===== config.mk =====
export PLATFORM = sky130hd
export DESIGN_NAME = frame_stream_reader
export DESIGN_NICKNAME = d
export VERILOG_FILES = /design/src/rtl/vid_pkg.sv /design/src/rtl/stream_skid_buf.sv /design/src/rtl/frame_stream_reader.sv
export SDC_FILE = /design/constraint.sdc
export NUM_CORES = 1
export LEC_CHECK = 0
export ABC_AREA = 1
export BUFFER_PORTS_ARGS = -buffer_cell sky130_fd_sc_hd__buf_2
export CAP_MARGIN = 0
export CORE_MARGIN = 2
export CORE_UTILIZATION = 50
export DETAILED_ROUTE_END_ITERATION = 6
export PLACE_DENSITY = 0.72
export RECOVER_POWER = 50
export SYNTH_ARGS = -nofsm -noshare
export SYNTH_HDL_FRONTEND = slang
export SYNTH_SLANG_ARGS = --single-unit

===== constraint.sdc =====
create_clock -name clk -period 2.4 [get_ports clk]
set_input_delay 0.36 -clock clk [delete_from_list [all_inputs] [get_ports clk]]
set_output_delay 0.36 -clock clk [all_outputs]
set_load 0.05 [all_outputs]

===== src/rtl/vid_pkg.sv =====
// Shared video-path constants and the frame reader state type.
package vid_pkg;

  localparam int H_RES_DEF  = 320;
  localparam int V_RES_DEF  = 240;
  localparam int PIX_W_DEF  = 12;
  localparam int ADDR_W_DEF = 17;

  typedef enum logic [1:0] {
    ST_IDLE,
    ST_RUN,
    ST_DRAIN
  } state_e;

endpackage


===== src/rtl/stream_skid_buf.sv =====
// Two-entry FIFO whose head word is presented directly as the stream beat.
module stream_skid_buf #(
  parameter int W = 14
) (
  input  logic         clk,
  input  logic         reset,
  input  logic         push_i,
  input  logic [W-1:0] push_data_i,
  input  logic         pop_i,
  output logic         valid_o,
  output logic [W-1:0] head_o,
  output logic [1:0]   count_o
);

  logic [W-1:0] mem_q [2];
  logic         wr_ptr_q;
  logic         rd_ptr_q;
  logic [1:0]   count_q;

  // NOTE: storage words are not reset; head_o is gated by valid_o, so stale contents never escape.
  always_ff @(posedge clk) begin
    if (push_i) mem_q[wr_ptr_q] <= push_data_i;
  end

  // NOTE: sequential state uses <= so every register samples pre-edge values.
  always_ff @(posedge clk) begin
    if (reset) begin
      wr_ptr_q <= 1'b0;
      rd_ptr_q <= 1'b0;
      count_q  <= 2'd0;
    end else begin
      if (push_i) wr_ptr_q <= ~wr_ptr_q;
      if (pop_i)  rd_ptr_q <= ~rd_ptr_q;
      count_q <= count_q + {1'b0, push_i} - {1'b0, pop_i};
    end
  end

  assign valid_o = (count_q != 2'd0);
  assign head_o  = valid_o ? mem_q[rd_ptr_q] : '0;
  assign count_o = count_q;

endmodule


===== src/rtl/frame_stream_reader.sv =====
// Streams whole frames out of a 1-cycle-latency frame buffer as Avalon-ST
// beats, tagging SOP/EOP and latching the filter mode per frame.
module frame_stream_reader
  import vid_pkg::*;
#(
  parameter int H_RES  = H_RES_DEF,
  parameter int V_RES  = V_RES_DEF,
  parameter int PIX_W  = PIX_W_DEF,
  parameter int ADDR_W = ADDR_W_DEF
) (
  input  logic              clk,
  input  logic              reset,
  input  logic              enable,
  input  logic [2:0]        mode_in,
  output logic [ADDR_W-1:0] rd_addr,
  input  logic [PIX_W-1:0]  rd_data,
  output logic [PIX_W-1:0]  st_data,
  output logic              st_valid,
  output logic              st_sop,
  output logic              st_eop,
  input  logic              st_ready,
  output logic [2:0]        mode_out,
  output logic              frame_done,
  output logic [7:0]        frame_cnt
);

  localparam int COL_W = (H_RES > 1) ? $clog2(H_RES) : 1;
  localparam int ROW_W = (V_RES > 1) ? $clog2(V_RES) : 1;
  localparam int BUF_W = PIX_W + 2;

  state_e            state_q;
  logic [COL_W-1:0]  col_q;
  logic [ROW_W-1:0]  row_q;
  logic [ADDR_W-1:0] addr_q;
  logic              data_vld_q;
  logic              sop_tag_q;
  logic              eop_tag_q;
  logic [2:0]        mode_q;
  logic              done_q;
  logic [7:0]        cnt_q;

  logic [1:0]        fifo_cnt;
  logic [BUF_W-1:0]  head;
  logic [1:0]        credit;
  logic              pop;
  logic              issue;
  logic              first_pix;
  logic              last_col;
  logic              last_pix;
  logic              eop_accept;

  // Credit covers FIFO words left after this pop plus the read whose data returns now.
  assign pop        = st_valid & st_ready;
  assign credit     = fifo_cnt - {1'b0, pop} + {1'b0, data_vld_q};
  assign issue      = (state_q == ST_RUN) && (credit < 2'd2);
  assign first_pix  = (col_q == '0) && (row_q == '0);
  assign last_col   = (col_q == COL_W'(H_RES - 1));
  assign last_pix   = last_col && (row_q == ROW_W'(V_RES - 1));
  assign eop_accept = pop & st_eop;

  always_ff @(posedge clk) begin
    if (reset) begin
      state_q    <= ST_IDLE;
      col_q      <= '0;
      row_q      <= '0;
      addr_q     <= '0;
      data_vld_q <= 1'b0;
      sop_tag_q  <= 1'b0;
      eop_tag_q  <= 1'b0;
      mode_q     <= 3'd0;
      done_q     <= 1'b0;
      cnt_q      <= 8'd0;
    end else begin
      done_q     <= 1'b0;
      data_vld_q <= issue;
      sop_tag_q  <= issue & first_pix;
      eop_tag_q  <= issue & last_pix;
      case (state_q)
        ST_IDLE: begin
          if (enable) begin
            state_q <= ST_RUN;
            mode_q  <= mode_in;
          end
        end
        ST_RUN: begin
          if (issue) begin
            if (last_pix) begin
              col_q   <= '0;
              row_q   <= '0;
              addr_q  <= '0;
              state_q <= ST_DRAIN;
            end else begin
              addr_q <= addr_q + 1'b1;
              if (last_col) begin
                col_q <= '0;
                row_q <= row_q + 1'b1;
              end else begin
                col_q <= col_q + 1'b1;
              end
            end
          end
        end
        ST_DRAIN: begin
          // Enable is only consulted here, so a frame in progress always completes.
          if (eop_accept) begin
            done_q <= 1'b1;
            cnt_q  <= cnt_q + 8'd1;
            if (enable) begin
              state_q <= ST_RUN;
              mode_q  <= mode_in;
            end else begin
              state_q <= ST_IDLE;
            end
          end
        end
        default: state_q <= ST_IDLE;
      endcase
    end
  end

  stream_skid_buf #(.W(BUF_W)) u_buf (
    .clk         (clk),
    .reset       (reset),
    .push_i      (data_vld_q),
    .push_data_i ({eop_tag_q, sop_tag_q, rd_data}),
    .pop_i       (pop),
    .valid_o     (st_valid),
    .head_o      (head),
    .count_o     (fifo_cnt)
  );

  assign {st_eop, st_sop, st_data} = head;
  assign rd_addr    = addr_q;
  assign mode_out   = mode_q;
  assign frame_done = done_q;
  assign frame_cnt  = cnt_q;

endmodule


Word level (Yosys, flattened, before mapping)
Memory sizes are Yosys's and may differ from the RTL's. A register that Yosys moved wholly into a read port is not among the register bits. Cells that the tools add are included.

$add $sub $neg: 8. $mul: 0. Divide/modulo/power cells: 0. Order comparisons: 1. Equal/unequal tests: 8. Shift-type cells: 0. Mux-type cells: 20. Bitwise gates (word level): 7. Reductions and logical operators: 15.

Operator list (number): 9-bit two-way mux (2); 17-bit by 1-bit adder with 17-bit output (second input constant) (1); 17-bit two-way mux (1); 8-bit by 1-bit adder with 8-bit output (second input constant) (2); 8-bit two-way mux (2); 14-bit two-way mux (1); 9-bit by 1-bit adder with 9-bit output (second input constant) (1); 9-bit == test (second input constant) (1); 9-bit logical NOT (1); 8-bit == test (second input constant) (1); 8-bit logical NOT (1); 2-bit two-way mux (4); 2-bit != test (second input constant) (4); 1-bit two-way mux (6); 3-bit two-way mux (2); 2-bit case mux with 3 select lines (1); 3-bit case mux with 2 select lines (1); 2-bit AND reduction (3); 2-bit nonzero test (3); 2-bit by 1-bit adder with 2-bit output (2); 1-bit bitwise AND (4); 4-bit AND reduction (1); 2-bit by 1-bit subtractor with 2-bit output (2); 1-bit logical AND (3); 7 further kinds (9).

Register bits: 55. Latch bits: 0. Memory bits (writable): 28. Bits in read-only memories: 0. Input port bits: 19. Output and inout port bits: 44. Word-level logic and storage cells: 73. Memories: 1.

Memories: u_buf.mem_q (words 2, bits a word 14, rd ports 1, clocked after memory_dff 1, write ports 1, line stream_skid_buf.sv:15) `logic [W-1:0] mem_q [2];`.

Depth between registers and ports, before layout
Depth in word-level cells: 8. Mapped depth: 14. Depth with buffers taken out: 14.

Cells and area by module
A second synthesis with hierarchy kept.

Cells, all modules: 527. Area total of the unflattened synthesis: 4101.4 um^2.

Modules (own cells, without submodules): frame_stream_reader (instances 1, cells an instance 422, area an instance 2813.9 um^2, seq. area each 1021.0 um^2); stream_skid_buf (instances 1, cells an instance 105, area an instance 1287.5 um^2, seq. area each 940.9 um^2).

Worst setup path after synthesis
OpenSTA, ideal clock, no wires.

Path kind: register to register. Start: register u_buf.count_q[1] (netlist: u_buf.count_o[1]). End: register mode_q[2] (netlist: mode_out[2]). Library setup time: 0.132 ns. Arrival: 1.984 ns. Required time: 2.268 ns. Setup slack: 0.284 ns. Cell stages (with the launch flop): 10. Path buffers: 0. Clock period less this slack: 2.116 ns. Path through: dfxtp_1 inv_2 nand2_1 nand2_1 nor2_1 nand2_1 nand2_1 nand2_1 nand2_1 a21oi_1.

Cells in the longest elaborated chain, start to end: 5. Elaborated cells on any way between the ends: 6. Those cells by class: eq/ne (1); mux (1); bitwise (2); reduce/logical (2).

Ends and longest elaborated chain: start, declared (line stream_skid_buf.sv:18) `logic [1:0] count_q;`; start signal, assigned (line stream_skid_buf.sv:34) `count_q <= count_q + {1'b0, push_i} - {1'b0, pop_i};`; 2-bit nonzero test (line stream_skid_buf.sv:38) `assign valid_o = (count_q != 2'd0);`; net st_valid (line frame_stream_reader.sv:18) `output logic st_valid,`; 14-bit two-way mux (line stream_skid_buf.sv:39) `assign head_o = valid_o ? mem_q[rd_ptr_q] : '0;`; net st_eop (line frame_stream_reader.sv:20) `output logic st_eop,`; 1-bit bitwise AND (line frame_stream_reader.sv:59) `assign eop_accept = pop & st_eop;`; 2-bit != test (no line); 2-bit AND reduction (no line); end signal, assigned (line frame_stream_reader.sv:82) `mode_q <= mode_in;`; end signal, assigned (line frame_stream_reader.sv:110) `mode_q <= mode_in;`; end, declared (line frame_stream_reader.sv:38) `logic [2:0] mode_q;`.

The timed path passes the listed nets, and every way through them passes these cells. A chain may end at the register's enable or synchronous reset.

Worst setup path in the final report
Start: register u_buf.count_q[1] (netlist: u_buf.count_o[1]). End: register row_q[1].

Cells in the longest elaborated chain, start to end: 7.

Ends and longest elaborated chain: 2-bit nonzero test (line stream_skid_buf.sv:38); 1-bit bitwise AND (line frame_stream_reader.sv:53) `assign pop = st_valid & st_ready;`; net pop (line frame_stream_reader.sv:45) `logic pop;`; 2-bit by 1-bit subtractor with 2-bit output (line frame_stream_reader.sv:54) `assign credit = fifo_cnt - {1'b0, pop} + {1'b0, data_vld_q};`; 2-bit by 1-bit adder with 2-bit output (line frame_stream_reader.sv:54); 2-bit < comparator (line frame_stream_reader.sv:55) `assign issue = (state_q == ST_RUN) && (credit < 2'd2);`; 1-bit logical AND (line frame_stream_reader.sv:55); 3-bit AND reduction (no line); end signal, assigned (line frame_stream_reader.sv:96) `row_q <= row_q + 1'b1;`; end, declared (line frame_stream_reader.sv:33) `logic [ROW_W-1:0] row_q;`.

The timed path passes the listed nets, and every way through them passes these cells.

==> run summary <==
The number of clock buffers inserted by TritonCTS came out at 9. The number of input and output port buffers inserted is slightly above 60. The net count after synthesis is just over 500. The pin count of the biggest net entering global routing is 31.

The final max-slew violation count came out at 0. Timing would allow up to 0.473 GHz. The total length of routed met3 wires is ~350 um. The dominant cell type by area after synthesis is sky130_fd_sc_hd__dfxtp_1. The average routed wire per standard cell came out at approximately 12 um. The post-route standard cell area excluding fillers is between 0.004 and 0.005 mm^2.

The worst setup path is captured at a flip-flop. Summing the sequential cell areas from Yosys gives between 40 and 50% of the chip area. Hold timing on the final database bottoms out at a slack of between 150 and 200 ps. For this design, the CTS-stage hold fixing added 0 buffers. The power density over the cells is roughly 840 mW/mm^2. The total count of hold-check failures in the final report was 0.

The area of placed instances came out at 0.00436 mm^2. The worst hold path belongs to the class in -> reg. The antenna violation net count after detailed routing is 0.

The number of antenna violations at the first check in global routing is 0. The cell leakage power came out at 1.85 nW. In this design, the critical path's most frequently occurring cell is sky130_fd_sc_hd__nor2_1. The overall track demand over capacity in global routing is roughly a fifth. The minimum clock period is 2110 ps.

The H-tree depth reported by CTS is 3. The wire length on met2 is about 4000 um. After technology mapping, the gate count stands at 490. The final setup violation count is 0.

TritonCTS built the clock tree. The total of fill cells in the finished design came out at approximately 740. The maximum fanout count along the critical path came out at 12. The average cell area after synthesis is around 8 um^2. The library cell used as clock root buffer is sky130_fd_sc_hd__clkbuf_8. The DRC violation count after routing is 0. The share of final-layout standard cells stronger than drive strength 1 is 14.6%.

The flow ran to the end, and the final reports show no timing, DRC or antenna violations. At the worst endpoint, the required time is approximately 2700 ps. The floorplan has 32 rows. The half-perimeter wire length of the detailed placement result came out at 5740 um. The buffer depth of the longest clock path is 2. The count of clock tree sinks came out at 84. The count of antenna diodes in the layout came out at 0.

The total of max-cap violations is 0. Walking the worst path, the cells encountered are nor2_1 > nor2_1 > ha_1 > inv_1 > ha_1 > inv_1 > nand2_1 > nand3_4 > inv_2 > nand2_1 > nor2_1 > nor2_1. The number of register bits inferred by synthesis is between 80 and 90. The final weighted congestion in routability-driven placement is about 0.86. Clock latency on the worst-skew pair, taken at its later pin, is ~360 ps.

The commonest non-fill, non-tap cell in the layout is sky130_fd_sc_hd__nand2_1. In the finished design, the share of the clock period the worst path needs comes to 88.1%. The highest metal layer with signal wires is met4. Measured against its own limit, the worst slew margin works out to between 40 and 50%. Leaving out fill and tap cells, the most frequent cells in the layout are sky130_fd_sc_hd__nand2_1 (129), sky130_fd_sc_hd__dfxtp_1 (56), sky130_fd_sc_hd__nor2_1 (52). The type of the worst setup path is reg -> reg. The via count of the first global-routing pass came out at roughly 3000.

Once the clock tree was built, the setup fixing pass inserted 0 buffers. The number of I/O pins came out at 63. The post-synthesis cell type count is 35. The aggregate global routing overflow came out at 0. The core utilization of the finished layout came out at 58.8%.

The critical path startpoint category is a flip-flop. Once the floorplan was initialized, standard cells occupied 51.3% of the core. The detailed-routing wirelength on met1 is between 3000 and 4000 um. The aggregate routed wire length came out at 8020 um. The measured slew at the worst slew-check pin came out at around 790 ps. The vertical die dimension came out at 92.8 um. The Yosys step of the flow raised 0 warnings. The largest voltage drop on the vdd net came out at around 400 uV. The sum of negative setup slack is 0 ps. In the post-synthesis netlist, the biggest area contributors are sky130_fd_sc_hd__dfxtp_1 (28%), sky130_fd_sc_hd__edfxtp_1 (21%), sky130_fd_sc_hd__nand2_1 (12%).

The area of the mapped netlist came out at between 0.003 and 0.004 mm^2. The total iterations of the first detailed-routing run is 5. The clock edge transition at the registers on the reported setup and hold paths is ~90 ps. On the worst path, the slowest cell contributes a delay of 380 ps. Across the routed clock network, the largest skew measured is around 8.5 ps. The critical path data arrival time is 2370 ps. The horizontal extent of the die came out at between 90 and 100 um.

The detailed-route via count is 3356. At the end of the flow, the number of nets in the layout was just under 600. Gates resized during post-CTS repair numbered 0.

The average vias per placed instance came out at approximately 5.0. The floorplan step defined a core boundary enclosing just under 0.008 mm^2. The first-pass GRT wire length came out at 13500 um. In this run, the number of DRC markers left after iteration 0 of detailed routing was 198. The area growth from synthesis to layout is 14.7%.

The design draws roughly 3.8 mW. The top cell type by area accounts for approximately 28% of the synthesized area. The standard cell with the maximum stage delay on the critical path is sky130_fd_sc_hd__dfxtp_1. Setup repair after global routing left no endpoint under its margin. The overall die area came out at about 0.0086 mm^2.
-- per-layer routing --
metal | global-route usage [%] | vias to the layer above
li1 | - | 1729
met1 | 23.9 | 1547
met2 | 34.2 | 68
met3 | 3.42 | 12
met4 | 7.84 | 0
met5 | 0 | -
-- where the power goes --
group / leakage, nW / switching, mW / total, mW / internal, mW
Clock: 0.101 / 0.554 / 1.05 / 0.498
Sequential: 0.707 / 0.0552 / 1.61 / 1.55
Combinational: 1.04 / 0.891 / 1.16 / 0.268
-- flip-flops by register name, summed over array words and instances (netlist names), named ones only --
signal and count:
sop_tag_q 1, rd_addr 17, state_q 2, col_q 9, eop_tag_q 1, frame_done 1, data_vld_q 1, u_buf.mem_q 28
row_q 8, u_buf.count_o 2, frame_cnt 8, u_buf.rd_ptr_q 1, mode_out 3, u_buf.wr_ptr_q 1
-- cell type report --
cell class / instances / area, um^2 / area share, %
tap: 102 / 128 / 2.82
multi-input combinational: 339 / 1690 / 37.4
clock buffer: 9 / 124 / 2.74
timing repair buffer: 69 / 327 / 7.22
clock inverter: 7 / 81.3 / 1.80
sequential: 84 / 1960 / 43.4
inverter: 55 / 209 / 4.62
-- synth_stat cells --
cell type,n
sky130_fd_sc_hd__nand2_1,129
sky130_fd_sc_hd__dfxtp_1,56
sky130_fd_sc_hd__nor2_1,52
sky130_fd_sc_hd__a21oi_1,50
sky130_fd_sc_hd__inv_1,48
sky130_fd_sc_hd__nand3_1,29
sky130_fd_sc_hd__edfxtp_1,28
sky130_fd_sc_hd__nand4_1,12
sky130_fd_sc_hd__nor3_1,10
sky130_fd_sc_hd__o21ai_0,10
sky130_fd_sc_hd__xor2_1,9
sky130_fd_sc_hd__ha_1,8
sky130_fd_sc_hd__clkbuf_1,6
sky130_fd_sc_hd__inv_2,6
sky130_fd_sc_hd__nor2_2,6
sky130_fd_sc_hd__buf_6,3
sky130_fd_sc_hd__nor2_4,3
sky130_fd_sc_hd__xnor2_1,3
sky130_fd_sc_hd__nand2_2,2
sky130_fd_sc_hd__nand2_4,2
sky130_fd_sc_hd__nand3_4,2
sky130_fd_sc_hd__nand3b_1,2
sky130_fd_sc_hd__nor4_1,2
sky130_fd_sc_hd__a21o_1,1
sky130_fd_sc_hd__buf_2,1
sky130_fd_sc_hd__buf_4,1
sky130_fd_sc_hd__clkbuf_2,1
sky130_fd_sc_hd__inv_4,1
sky130_fd_sc_hd__nand4_2,1
sky130_fd_sc_hd__nor2_8,1
sky130_fd_sc_hd__o211a_1,1
sky130_fd_sc_hd__o21ai_1,1
sky130_fd_sc_hd__o21bai_1,1
sky130_fd_sc_hd__or2_0,1
sky130_fd_sc_hd__or2_2,1
-- cell families (layout without fill, tap and decap cells) --
kind of cell | after synthesis | count (layout) | synth area share (%)
AO/OA/AOI/OAI | 64 | 64 | 8.38
XOR/XNOR | 12 | 12 | 2.67
adder cells (fa/ha/maj) | 8 | 8 | 2.54
buffers and inverters | 67 | 140 | 7.17
flip-flops | 84 | 84 | 49.7
AND/OR/NAND/NOR | 255 | 255 | 29.5
-- per-stage QoR --
stage	worst slack, ps	cells
floorplan	284	490
global placement	252	649
detailed placement	201	649
CTS	283	665
global route	48.3	665
finish	287	665
-- critical path: cells and delay by family, from the launching register on --
kind,cells,cell delay (ps)
DFF,1,380
and+or+nand+nor,7,880
adders and majority gates,2,430
buffers and inverters,3,320
-- worst paths after layout --
path,from,end,slack [ps],cells after the start
setup reg to reg,u_buf.count_o[1]$_SDFF_PP0_,row_q[1]$_SDFFE_PP0P_,290,12
hold reg to reg,eop_tag_q$_SDFF_PP0_,u_buf.mem_q[1][13]$_DFFE_PP_,440,0
hold / removal,rd_data[11],u_buf.mem_q[0][11]$_DFFE_PP_,190,1
setup / recovery,u_buf.count_o[1]$_SDFF_PP0_,row_q[1]$_SDFFE_PP0P_,290,12
Note: power is estimated with default switching activity, not from simulation.
